===== config.mk =====
export PLATFORM = sky130hd
export DESIGN_NAME = pipe_stall_ctrl_flat
export DESIGN_NICKNAME = d
export VERILOG_FILES = /design/src/rtl/pipe_stall_ctrl_pkg.sv /design/src/rtl/pipe_stall_ctrl_if.sv /design/src/rtl/pipe_stall_ctrl_watchdog.sv /design/src/rtl/pipe_stall_ctrl.sv /design/src/flat_wrapper.sv
export SDC_FILE = /design/constraint.sdc
export NUM_CORES = 1
export LEC_CHECK = 0
export CAP_MARGIN = 30
export CELL_PAD_IN_SITES_DETAIL_PLACEMENT = 0
export CELL_PAD_IN_SITES_GLOBAL_PLACEMENT = 2
export CORE_ASPECT_RATIO = 1.75
export CORE_UTILIZATION = 30
export DETAILED_ROUTE_END_ITERATION = 8
export MAX_ROUTING_LAYER = met4
export PLACE_DENSITY = 0.88
export SYNTH_ARGS = -nofsm -noshare
export SYNTH_HDL_FRONTEND = slang
export SYNTH_HIERARCHICAL = 1
export SYNTH_SLANG_ARGS = --single-unit

===== constraint.sdc =====
create_clock -name clk -period 2.83 [get_ports clk]
set_input_delay 0.4245 -clock clk [delete_from_list [all_inputs] [get_ports clk]]
set_output_delay 0.4245 -clock clk [all_outputs]
set_load 0.05 [all_outputs]

===== src/rtl/pipe_stall_ctrl_pkg.sv =====
// Shared types and encodings for the pipeline stall/flush controller.
// Stall vectors are ordered PC, IF, ID, EX, MEM, WB from bit 0 upward.
package pipe_stall_ctrl_pkg;

    localparam int REG_W   = 32;
    localparam int STALL_W = 6;

    localparam logic [STALL_W-1:0] STALL_NONE = 6'b000000;
    localparam logic [STALL_W-1:0] STALL_IF   = 6'b000011;
    localparam logic [STALL_W-1:0] STALL_ID   = 6'b000111;
    localparam logic [STALL_W-1:0] STALL_EX   = 6'b001111;
    localparam logic [STALL_W-1:0] STALL_MEM  = 6'b011111;

    typedef enum logic {
        CTRL_RUN   = 1'b0,
        CTRL_FLUSH = 1'b1
    } ctrl_state_e;

    typedef struct packed {
        logic mem;
        logic ex;
        logic id;
        logic fetch;
    } stall_req_t;

    // The deepest requesting stage wins; it also holds every stage upstream of it.
    function automatic logic [STALL_W-1:0] stall_encode(stall_req_t req);
        logic [STALL_W-1:0] s;
        s = STALL_NONE;
        priority case (1'b1)
            req.mem:   s = STALL_MEM;
            req.ex:    s = STALL_EX;
            req.id:    s = STALL_ID;
            req.fetch: s = STALL_IF;
            default:   s = STALL_NONE;
        endcase
        return s;
    endfunction

endpackage


===== src/rtl/pipe_stall_ctrl_if.sv =====
// Request/response bundle between the pipeline stages and the stall controller.
// The pipeline side is master; the controller is slave.
interface pipe_stall_ctrl_if #(
    parameter int CNT_W = 32
);
    import pipe_stall_ctrl_pkg::*;

    logic               stallreq_if;
    logic               stallreq_id;
    logic               stallreq_ex;
    logic               stallreq_mem;
    logic               flush_req;
    logic [REG_W-1:0]   flush_pc;
    logic [STALL_W-1:0] stall;
    logic               flush;
    logic [REG_W-1:0]   new_pc;
    logic               stall_timeout;
    logic [CNT_W-1:0]   stall_cycles;

    modport master (
        output stallreq_if,
        output stallreq_id,
        output stallreq_ex,
        output stallreq_mem,
        output flush_req,
        output flush_pc,
        input  stall,
        input  flush,
        input  new_pc,
        input  stall_timeout,
        input  stall_cycles
    );

    modport slave (
        input  stallreq_if,
        input  stallreq_id,
        input  stallreq_ex,
        input  stallreq_mem,
        input  flush_req,
        input  flush_pc,
        output stall,
        output flush,
        output new_pc,
        output stall_timeout,
        output stall_cycles
    );

endinterface


===== src/rtl/pipe_stall_ctrl_watchdog.sv =====
// Stall-duration watchdog with sticky timeout flag and a saturating
// performance counter of stalled cycles.
module pipe_stall_ctrl_watchdog #(
    parameter int WDT_LIMIT = 16,
    parameter int CNT_W     = 32
) (
    input  logic             clk,
    input  logic             rst,
    input  logic             stall_any,
    input  logic             in_flush,
    output logic             timeout,
    output logic [CNT_W-1:0] cycles
);

    localparam int WCNT_W = $clog2(WDT_LIMIT + 1);
    localparam logic [WCNT_W-1:0] WDT_MAX = WCNT_W'(WDT_LIMIT);

    logic [WCNT_W-1:0] wcnt;
    logic              counting;

    assign counting = stall_any && !in_flush;

    always_ff @(posedge clk or negedge rst) begin
        if (!rst) begin
            wcnt    <= '0;
            timeout <= 1'b0;
        end else begin
            if (!counting) begin
                wcnt <= '0;
            end else if (wcnt != WDT_MAX) begin
                wcnt <= wcnt + 1'b1;
            end
            // Flag on the cycle the count reaches the limit, then stick.
            if (counting && (wcnt == WDT_MAX - 1'b1)) begin
                timeout <= 1'b1;
            end
        end
    end

    always_ff @(posedge clk or negedge rst) begin
        if (!rst) begin
            cycles <= '0;
        end else if (stall_any && (cycles != '1)) begin
            cycles <= cycles + 1'b1;
        end
    end

endmodule


===== src/rtl/pipe_stall_ctrl.sv =====
// Central stall/flush controller: merges per-stage stall requests and
// redirect requests into the stall vector, flush and new_pc.
module pipe_stall_ctrl
    import pipe_stall_ctrl_pkg::*;
#(
    parameter int WDT_LIMIT    = 16,
    parameter int FLUSH_CYCLES = 1,
    parameter int CNT_W        = 32
) (
    input  logic             clk,
    input  logic             rst,
    pipe_stall_ctrl_if.slave bus
);

    localparam int FCNT_W = 2;
    localparam logic [FCNT_W-1:0] FCNT_LAST = FCNT_W'(FLUSH_CYCLES - 1);

    ctrl_state_e        state;
    ctrl_state_e        state_nxt;
    logic [FCNT_W-1:0]  fcnt;
    logic [FCNT_W-1:0]  fcnt_nxt;
    logic [REG_W-1:0]   new_pc;
    logic [REG_W-1:0]   new_pc_nxt;
    stall_req_t         req;
    logic [STALL_W-1:0] stall;
    logic               in_flush;

    assign req = '{
        mem:   bus.stallreq_mem,
        ex:    bus.stallreq_ex,
        id:    bus.stallreq_id,
        fetch: bus.stallreq_if
    };

    assign in_flush = (state == CTRL_FLUSH);

    // Masked during reset and flush so a stall never holds a stage being cleared.
    assign stall = (!rst || in_flush) ? STALL_NONE : stall_encode(req);

    always_ff @(posedge clk or negedge rst) begin
        if (!rst) begin
            state  <= CTRL_RUN;
            fcnt   <= '0;
            new_pc <= '0;
        end else begin
            state  <= state_nxt;
            fcnt   <= fcnt_nxt;
            new_pc <= new_pc_nxt;
        end
    end

    always_comb begin
        state_nxt  = state;
        fcnt_nxt   = fcnt;
        new_pc_nxt = new_pc;
        unique case (state)
            CTRL_RUN: begin
                if (bus.flush_req) begin
                    state_nxt  = CTRL_FLUSH;
                    fcnt_nxt   = '0;
                    new_pc_nxt = bus.flush_pc;
                end
            end
            CTRL_FLUSH: begin
                // A newer redirect restarts the window and replaces the target.
                if (bus.flush_req) begin
                    fcnt_nxt   = '0;
                    new_pc_nxt = bus.flush_pc;
                end else if (fcnt == FCNT_LAST) begin
                    state_nxt = CTRL_RUN;
                    fcnt_nxt  = '0;
                end else begin
                    fcnt_nxt = fcnt + 1'b1;
                end
            end
            default: begin
                state_nxt = CTRL_RUN;
                fcnt_nxt  = '0;
            end
        endcase
    end

    pipe_stall_ctrl_watchdog #(
        .WDT_LIMIT (WDT_LIMIT),
        .CNT_W     (CNT_W)
    ) u_watchdog (
        .clk       (clk),
        .rst       (rst),
        .stall_any (|stall),
        .in_flush  (in_flush),
        .timeout   (bus.stall_timeout),
        .cycles    (bus.stall_cycles)
    );

    assign bus.stall  = stall;
    assign bus.flush  = in_flush;
    assign bus.new_pc = new_pc;

endmodule

===== src/flat_wrapper.sv =====
// flat-port wrapper written by rule: the top's interface ports become plain ports
module pipe_stall_ctrl_flat import pipe_stall_ctrl_pkg::*;
#(
    parameter int WDT_LIMIT    = 16,
    parameter int FLUSH_CYCLES = 1,
    parameter int CNT_W        = 32
)
  (clk, rst, bus_stallreq_if, bus_stallreq_id, bus_stallreq_ex, bus_stallreq_mem, bus_flush_req, bus_flush_pc, bus_stall, bus_flush, bus_new_pc, bus_stall_timeout, bus_stall_cycles);
  pipe_stall_ctrl_if #(.CNT_W(CNT_W)) bus_i ();
  input  logic clk;
  input  logic rst;
  input wire logic [$bits(bus_i.stallreq_if)-1:0] bus_stallreq_if;
  input wire logic [$bits(bus_i.stallreq_id)-1:0] bus_stallreq_id;
  input wire logic [$bits(bus_i.stallreq_ex)-1:0] bus_stallreq_ex;
  input wire logic [$bits(bus_i.stallreq_mem)-1:0] bus_stallreq_mem;
  input wire logic [$bits(bus_i.flush_req)-1:0] bus_flush_req;
  input wire logic [$bits(bus_i.flush_pc)-1:0] bus_flush_pc;
  output wire logic [$bits(bus_i.stall)-1:0] bus_stall;
  output wire logic [$bits(bus_i.flush)-1:0] bus_flush;
  output wire logic [$bits(bus_i.new_pc)-1:0] bus_new_pc;
  output wire logic [$bits(bus_i.stall_timeout)-1:0] bus_stall_timeout;
  output wire logic [$bits(bus_i.stall_cycles)-1:0] bus_stall_cycles;
  assign bus_i.stallreq_if = bus_stallreq_if;
  assign bus_i.stallreq_id = bus_stallreq_id;
  assign bus_i.stallreq_ex = bus_stallreq_ex;
  assign bus_i.stallreq_mem = bus_stallreq_mem;
  assign bus_i.flush_req = bus_flush_req;
  assign bus_i.flush_pc = bus_flush_pc;
  assign bus_stall = bus_i.stall;
  assign bus_flush = bus_i.flush;
  assign bus_new_pc = bus_i.new_pc;
  assign bus_stall_timeout = bus_i.stall_timeout;
  assign bus_stall_cycles = bus_i.stall_cycles;
  pipe_stall_ctrl #(.WDT_LIMIT(WDT_LIMIT), .FLUSH_CYCLES(FLUSH_CYCLES), .CNT_W(CNT_W)) u_core (.clk(clk), .rst(rst), .bus(bus_i));
endmodule

Yosys cells after proc, flatten, opt, wreduce, memory -nomap -nowiden
Cells that the tools add are included.
{ "totals": {"ff_bits": 73, "inputBits": 39, "wordCells": 39} }
{ "op_classes": {"addsub": 3, "eq_ne": 5, "muxes": 16, "n_bitwise": 1, "n_reduce_logical": 8} }
{ "ops": {"columns": ["cell", "n"], "rows": [
  ["adder 32 x 1 -> 32 bit, second input constant", 1],
  ["2-to-1 mux 32 bit", 1],
  ["!= test 32 bit, second input constant", 1],
  ["2-to-1 mux 5 bit", 3],
  ["2-to-1 mux 2 bit", 4],
  ["2-to-1 mux 6 bit", 1],
  ["OR reduction 6 bit", 1],
  ["adder 5 x 1 -> 5 bit, second input constant", 1],
  ["== test 5 x 4 -> 1 bit, second input constant", 1],
  ["!= test 5 bit, second input constant", 1],
  ["2-to-1 mux 4 bit", 1],
  ["one-hot mux 2 bit (2 select lines)", 1],
  ["logical AND 1 bit", 3],
  ["2-to-1 mux 1 bit", 3],
  ["2-to-1 mux 3 bit", 1],
  ["adder 2 x 1 -> 2 bit, second input constant", 1],
  ["logical NOT 1 bit", 2],
  ["logical NOT 2 bit", 1],
  ["!= test 2 x 1 -> 1 bit, second input constant", 1],
  ["!= test 2 bit, second input constant", 1],
  ["one-hot mux 1 bit (2 select lines)", 1],
  ["logical OR 1 bit", 1],
  ["NOT 1 bit", 1]
]} }

Depth between registers and ports, before layout
{ "depth": {"depth_word": 8, "depth_mapped": 8} }

By module
The synthesis kept the hierarchy.
{ "modules_own_cells": {"columns": ["module", "instances", "cells_per_inst", "area_per_inst_um2", "seq_area_each_um2"], "rows": [
  ["pipe_stall_ctrl_watchdog", 1, 183, 1945.6, 950.9],
  ["pipe_stall_ctrl", 1, 94, 1537.7, 875.8]
]} }

Worst setup path before layout
Ideal clock, no wire load.
{ "synth_timing": {"kind": "register -> register", "startpoint": "register u_core.state (netlist: u_core/bus.flush)", "endpoint": "register u_core.u_watchdog.cycles[30]", "setup_ns": 0.142, "arrival_ns": 2.331, "t_required_ns": 2.688, "path_slack_ns": 0.357, "stages_incl_launch_ff": 9, "synth_period_minus_slack_ns": 2.473, "path_cell_list": "dfrtp_1 nand2b_1 a21oi_1 clkbuf_1 nand4_1 or3_1 a2111oi_4 nand4_1 xnor2_1"} }
{ "synth_via": {"elab_chain_len": 4} }
{ "synth_lines": {"columns": ["item", "line_no", "rtl"], "rows": [
  ["start, declared", "pipe_stall_ctrl.sv:18", "ctrl_state_e state;"],
  ["start signal, assigned", "pipe_stall_ctrl.sv:46", "state <= state_nxt;"],
  ["logical OR 1 bit", "pipe_stall_ctrl.sv:38", "assign stall = (!rst || in_flush) ? STALL_NONE : stall_encode(req);"],
  ["2-to-1 mux 6 bit", "pipe_stall_ctrl.sv:38", null],
  ["OR reduction 6 bit", "pipe_stall_ctrl.sv:89", ".stall_any (|stall),"],
  ["logical AND 1 bit", "pipe_stall_ctrl_watchdog.sv:43", "end else if (stall_any && (cycles != '1)) begin"],
  ["end signal, assigned", "pipe_stall_ctrl_watchdog.sv:44", "cycles <= cycles + 1'b1;"],
  ["end, declared", "pipe_stall_ctrl_watchdog.sv:12", "output logic [CNT_W-1:0] cycles"]
]} }
Every way passes these cells.
A chain may end at the register's enable or synchronous reset.

Final worst setup path
{ "layout_timing": {"startpoint": "input rst", "endpoint": "register u_core.u_watchdog.cycles[30]"} }
{ "layout_via": {"elab_chain_len": 5} }
{ "layout_lines": {"columns": ["item", "line_no", "rtl"], "rows": [
  ["start, declared", "flat_wrapper.sv:11", "input logic rst;"],
  ["logical NOT 1 bit", "pipe_stall_ctrl.sv:38", null],
  ["logical OR 1 bit", "pipe_stall_ctrl.sv:38", null],
  ["2-to-1 mux 6 bit", "pipe_stall_ctrl.sv:38", null],
  ["OR reduction 6 bit", "pipe_stall_ctrl.sv:89", null],
  ["logical AND 1 bit", "pipe_stall_ctrl_watchdog.sv:43", null]
]} }
Every way passes these cells.

==> results by group <==
Timing
  • Final hold violation count: 0
  • Post-Route Skew: 8.29 ps
  • Unrepaired setup endpoints after global routing: no
  • Final worst path period share: 86.5%
  • Setup Total Neg Slack: 0 ps
  • Worst slew margin relative to its limit: 43.0%
  • Worst Tran Pin Value: 844 ps
  • Worst Hold Margin: 476 ps
  • Highest clock rate: 0.409 GHz
  • Number of pins exceeding their max-slew limit in the final report: 0
  • Shortest period the worst path allows: 2450 ps
  • Final setup fails: 0

Synth
  • Synth cell types: 43
  • Cells after Synth: 277
  • Number of enable flip-flop cells after synthesis: 0
  • Yosys warning count: 6
  • Post-Syn Area: 3480 um^2
  • Proportion of register bits with asynchronous set or reset after synthesis: 100%
  • Mean area per synthesized cell: 12.6 um^2
  • Number of register bits inferred by synthesis: 73
  • Net count after synthesis: 322
  • Sequential area share after synthesis: 52.4%
  • Primary flip-flop cell chosen by synthesis mapping: sky130_fd_sc_hd__dfrtp_1

Routing
  • Vias: 2,534
  • Routed wire length: 8620 um
  • Average vias per placed instance: 4.76
  • Number of nets with antenna violations after routing: 0
  • Total DRC errors in the routed layout: 0
  • Metal1 wirelength: 3420 um
  • First-pass detailed-route iteration total: 4
  • Met2 routed wirelength: 4590 um
  • Met3 WL post-DR: 293 um
  • Detailed-route wire length per cell: 16.2 um
  • First DRT Iteration DRCs: 143
  • Top Layer Used: met4

Pwr
  • Static Leakage: 2.24 nW
  • Power density over cell area: 654 nW/um^2
  • Worst ir drop on vdd: 0.380 mV

Clock tree
  • CTS tree: done
  • Clock transition at the registers of the reported paths: 60 ps
  • CTS buffer count: 9
  • Root cell of the clock tree: sky130_fd_sc_hd__clkbuf_16
  • Clock sink count: 73
  • Clk_lat worst skew: 340 ps
  • Buffers from clock root to sink, at most: 2
  • Number of buffers added for setup after CTS: 0
  • Total number of H-tree levels: 3

Worst hold path
  • Hold WC Path Type: flip-flop to flip-flop

Placed design
  • HPWL after detailed placement: 6320 um
  • Weighted congestion at the end of routability-driven global placement: 0.877
  • Port Buffers: 109

Worst setup path
  • Data arrival time at the worst-slack endpoint: 2660 ps
  • Sort of element at the end of the critical path: flip-flop
  • Data required, critical path: 3050 ps
  • Cell breakdown of the critical path: dlygate4sd3_1 > buf_2 > nand2b_1 > a21oi_1 > nand4_1 > or3_1 > a2111oi_4 > nand4_1 > xnor2_1
  • CP peak stage delay: 520 ps
  • Gate family responsible for the most delay along the worst path: simple AND/OR/NAND/NOR gates
  • Start-to-end type of the worst setup path: input pin to flip-flop
  • Launching element type of the critical path: input pin
  • Most used cell along the critical path: sky130_fd_sc_hd__nand4_1
  • Combined buffer and inverter count along the critical path: 2
  • CP max-delay cell: sky130_fd_sc_hd__dlygate4sd3_1
  • Maximum net fanout on the critical path: 5

Global route
  • Total routing usage reported by global routing: 15.9%
  • Global-route wire length before repair: 14,200 um
  • Global-route congestion overflow total: 0
  • Number of global-route vias before repair: 2,657
  • Largest net degree at the start of global routing: 74
  • Number of antenna violations at the first check in global routing: 0

Die
  • Area of the core: 11,200 um^2
  • Floorplan row count: 51
  • Die Outline Area: 12,100 um^2
  • Floorplan die width: 83.5 um
  • Die Y-Extent: 145 um
  • Starting utilization of the core area: 31.0%
  • I/O pin count: 111

Cells and area
  • Total Nets Final: 440
  • Relative area change from synthesis to final layout: 44.8%
  • Proportion of layout cells with a drive suffix above 1: 17.3%
  • Diode insertion count for antenna repair: 0

Status
  • Result of the run: finished, final reports clean

Run
  • Number of maximum-capacitance constraint violations: 0
metal layers:
layer,up-vias,GRT usage [%]
met4,0,10.3
met2,60,26.7
met5,-,-
met1,1250,17.6
li1,1206,-
met3,18,2.80
sequential cells by signal (all words and copies together), names as in the netlist:
signal                     flops
u_core/bus.new_pc             32
u_core/u_watchdog/cycles      32
u_core/u_watchdog/wcnt         5
u_core/fcnt                    2
u_core/bus.flush               1
u_core/u_watchdog/timeout      1
synthesized netlist by cell type (all sizes together), types with 2 or more instances:
| cell | count | area (um^2) |
|---|---|---|
| buf | 7 | 86.3 |
| xnor2 | 18 | 158 |
| nand4 | 14 | 109 |
| mux2i | 3 | 30.0 |
| inv | 12 | 45.0 |
| nand2 | 10 | 37.5 |
| or3 | 2 | 12.5 |
| dfrtp | 73 | 1830 |
| nor3 | 7 | 35.0 |
| nor4 | 4 | 37.5 |
| clkbuf | 2 | 7.51 |
| nor2 | 16 | 60.1 |
| a21oi | 6 | 30.0 |
| xor2 | 12 | 105 |
| ha | 6 | 75.1 |
| and3 | 14 | 87.6 |
| mux2 | 33 | 473 |
| and2 | 3 | 18.8 |
| nand2b | 3 | 18.8 |
| nand3 | 17 | 85.1 |
worst reg2reg max path, cell delays in order (launching register included):
cell and delay (ps):
sky130_fd_sc_hd__dfrtp_1 460, sky130_fd_sc_hd__nand2b_1 240, sky130_fd_sc_hd__a21oi_1 300, sky130_fd_sc_hd__nand4_1 150, sky130_fd_sc_hd__or3_1 400, sky130_fd_sc_hd__a2111oi_4 330, sky130_fd_sc_hd__nand4_1 160, sky130_fd_sc_hd__xnor2_1 140
cells by family (layout without fill, tap and decap cells):
kind of cell	count (synthesis)	count (layout)	synth area share [%]
and+or+nand+nor	96	96	16.2
muxes	36	36	14.4
adders and majority gates	6	6	2.16
xor gates and xnor gates	30	30	7.54
buffers and inverters	21	144	3.99
DFF	73	73	52.4
AOI/OAI and AO/OA	14	14	3.16
other	1	1	0.108
path summary, 6_finish.rpt:
kind,end,startpoint,cells after the start,slack (ps)
worst max-delay path,u_core/u_watchdog/cycles[30],rst,9,380
worst min-delay path,u_core/u_watchdog/timeout,u_core/u_watchdog/timeout,1,480
worst max register to register,u_core/u_watchdog/cycles[30],u_core/bus.flush,7,530
worst min register to register,u_core/u_watchdog/timeout,u_core/u_watchdog/timeout,1,480
max in group asynchronous,u_core/u_watchdog/cycles[12],rst,4,1720
min in group asynchronous,u_core/bus.new_pc[16],rst,3,550
final cells by class:
cell class	instances	area (um^2)
inverters	12	45.0
clock buffers	10	229
repair buffers	116	1170
multi-input cells	183	1520
well taps	132	165
fillers	1062	6190
flip-flops and latches	73	1830
clock inverters	6	91.3
where the power goes:
part | internal (mW) | leakage, nW | switching [mW]
combinational | 0.326 | 1.16 | 0.509
clock | 0.777 | 0.157 | 0.456
sequential | 1.14 | 0.926 | 0.0956
per-stage QoR:
| stage | total power, mW | std cells | instance area, um^2 | setup slack, ps | utilization (%) |
|---|---|---|---|---|---|
| after floorplan | 1.76 | 277 | 3480 | 357 | - |
| after global placement | 2.08 | 514 | 4690 | 203 | 41.7 |
| after detailed placement | 2.09 | 514 | 4690 | 173 | 41.7 |
| after CTS | 3.33 | 530 | 5010 | 492 | 44.6 |
| after global routing | 3.44 | 532 | 5040 | 198 | 44.9 |
| final | 3.30 | 532 | 5040 | 383 | 44.9 |
timing repair:
item | 4_1_cts | 5_1_grt
hold endpoints to repair | 0 | 5
hold buffers | 0 | 1
setup endpoints to repair | 0 | 0
resized for setup | 0 | 0
cells in the final DEF (no fill, tap or decap), types with 3 or more instances in the layout:
cell,count
sky130_fd_sc_hd__nand2b_1,3
sky130_fd_sc_hd__clkdlybuf4s50_1,102
sky130_fd_sc_hd__mux2i_1,3
sky130_fd_sc_hd__nand4_1,12
sky130_fd_sc_hd__nor3_1,7
sky130_fd_sc_hd__and3_1,14
sky130_fd_sc_hd__inv_1,12
sky130_fd_sc_hd__ha_1,6
sky130_fd_sc_hd__clkbuf_16,9
sky130_fd_sc_hd__dfrtp_1,73
sky130_fd_sc_hd__a21oi_1,6
sky130_fd_sc_hd__xnor2_1,18
sky130_fd_sc_hd__nand3_1,17
sky130_fd_sc_hd__xor2_1,12
sky130_fd_sc_hd__and2_1,3
sky130_fd_sc_hd__nand2_1,10
sky130_fd_sc_hd__mux2_4,27
sky130_fd_sc_hd__buf_4,8
sky130_fd_sc_hd__nor2_1,16
sky130_fd_sc_hd__mux2_2,6
No activity file was read; power rests on OpenSTA's default activity.
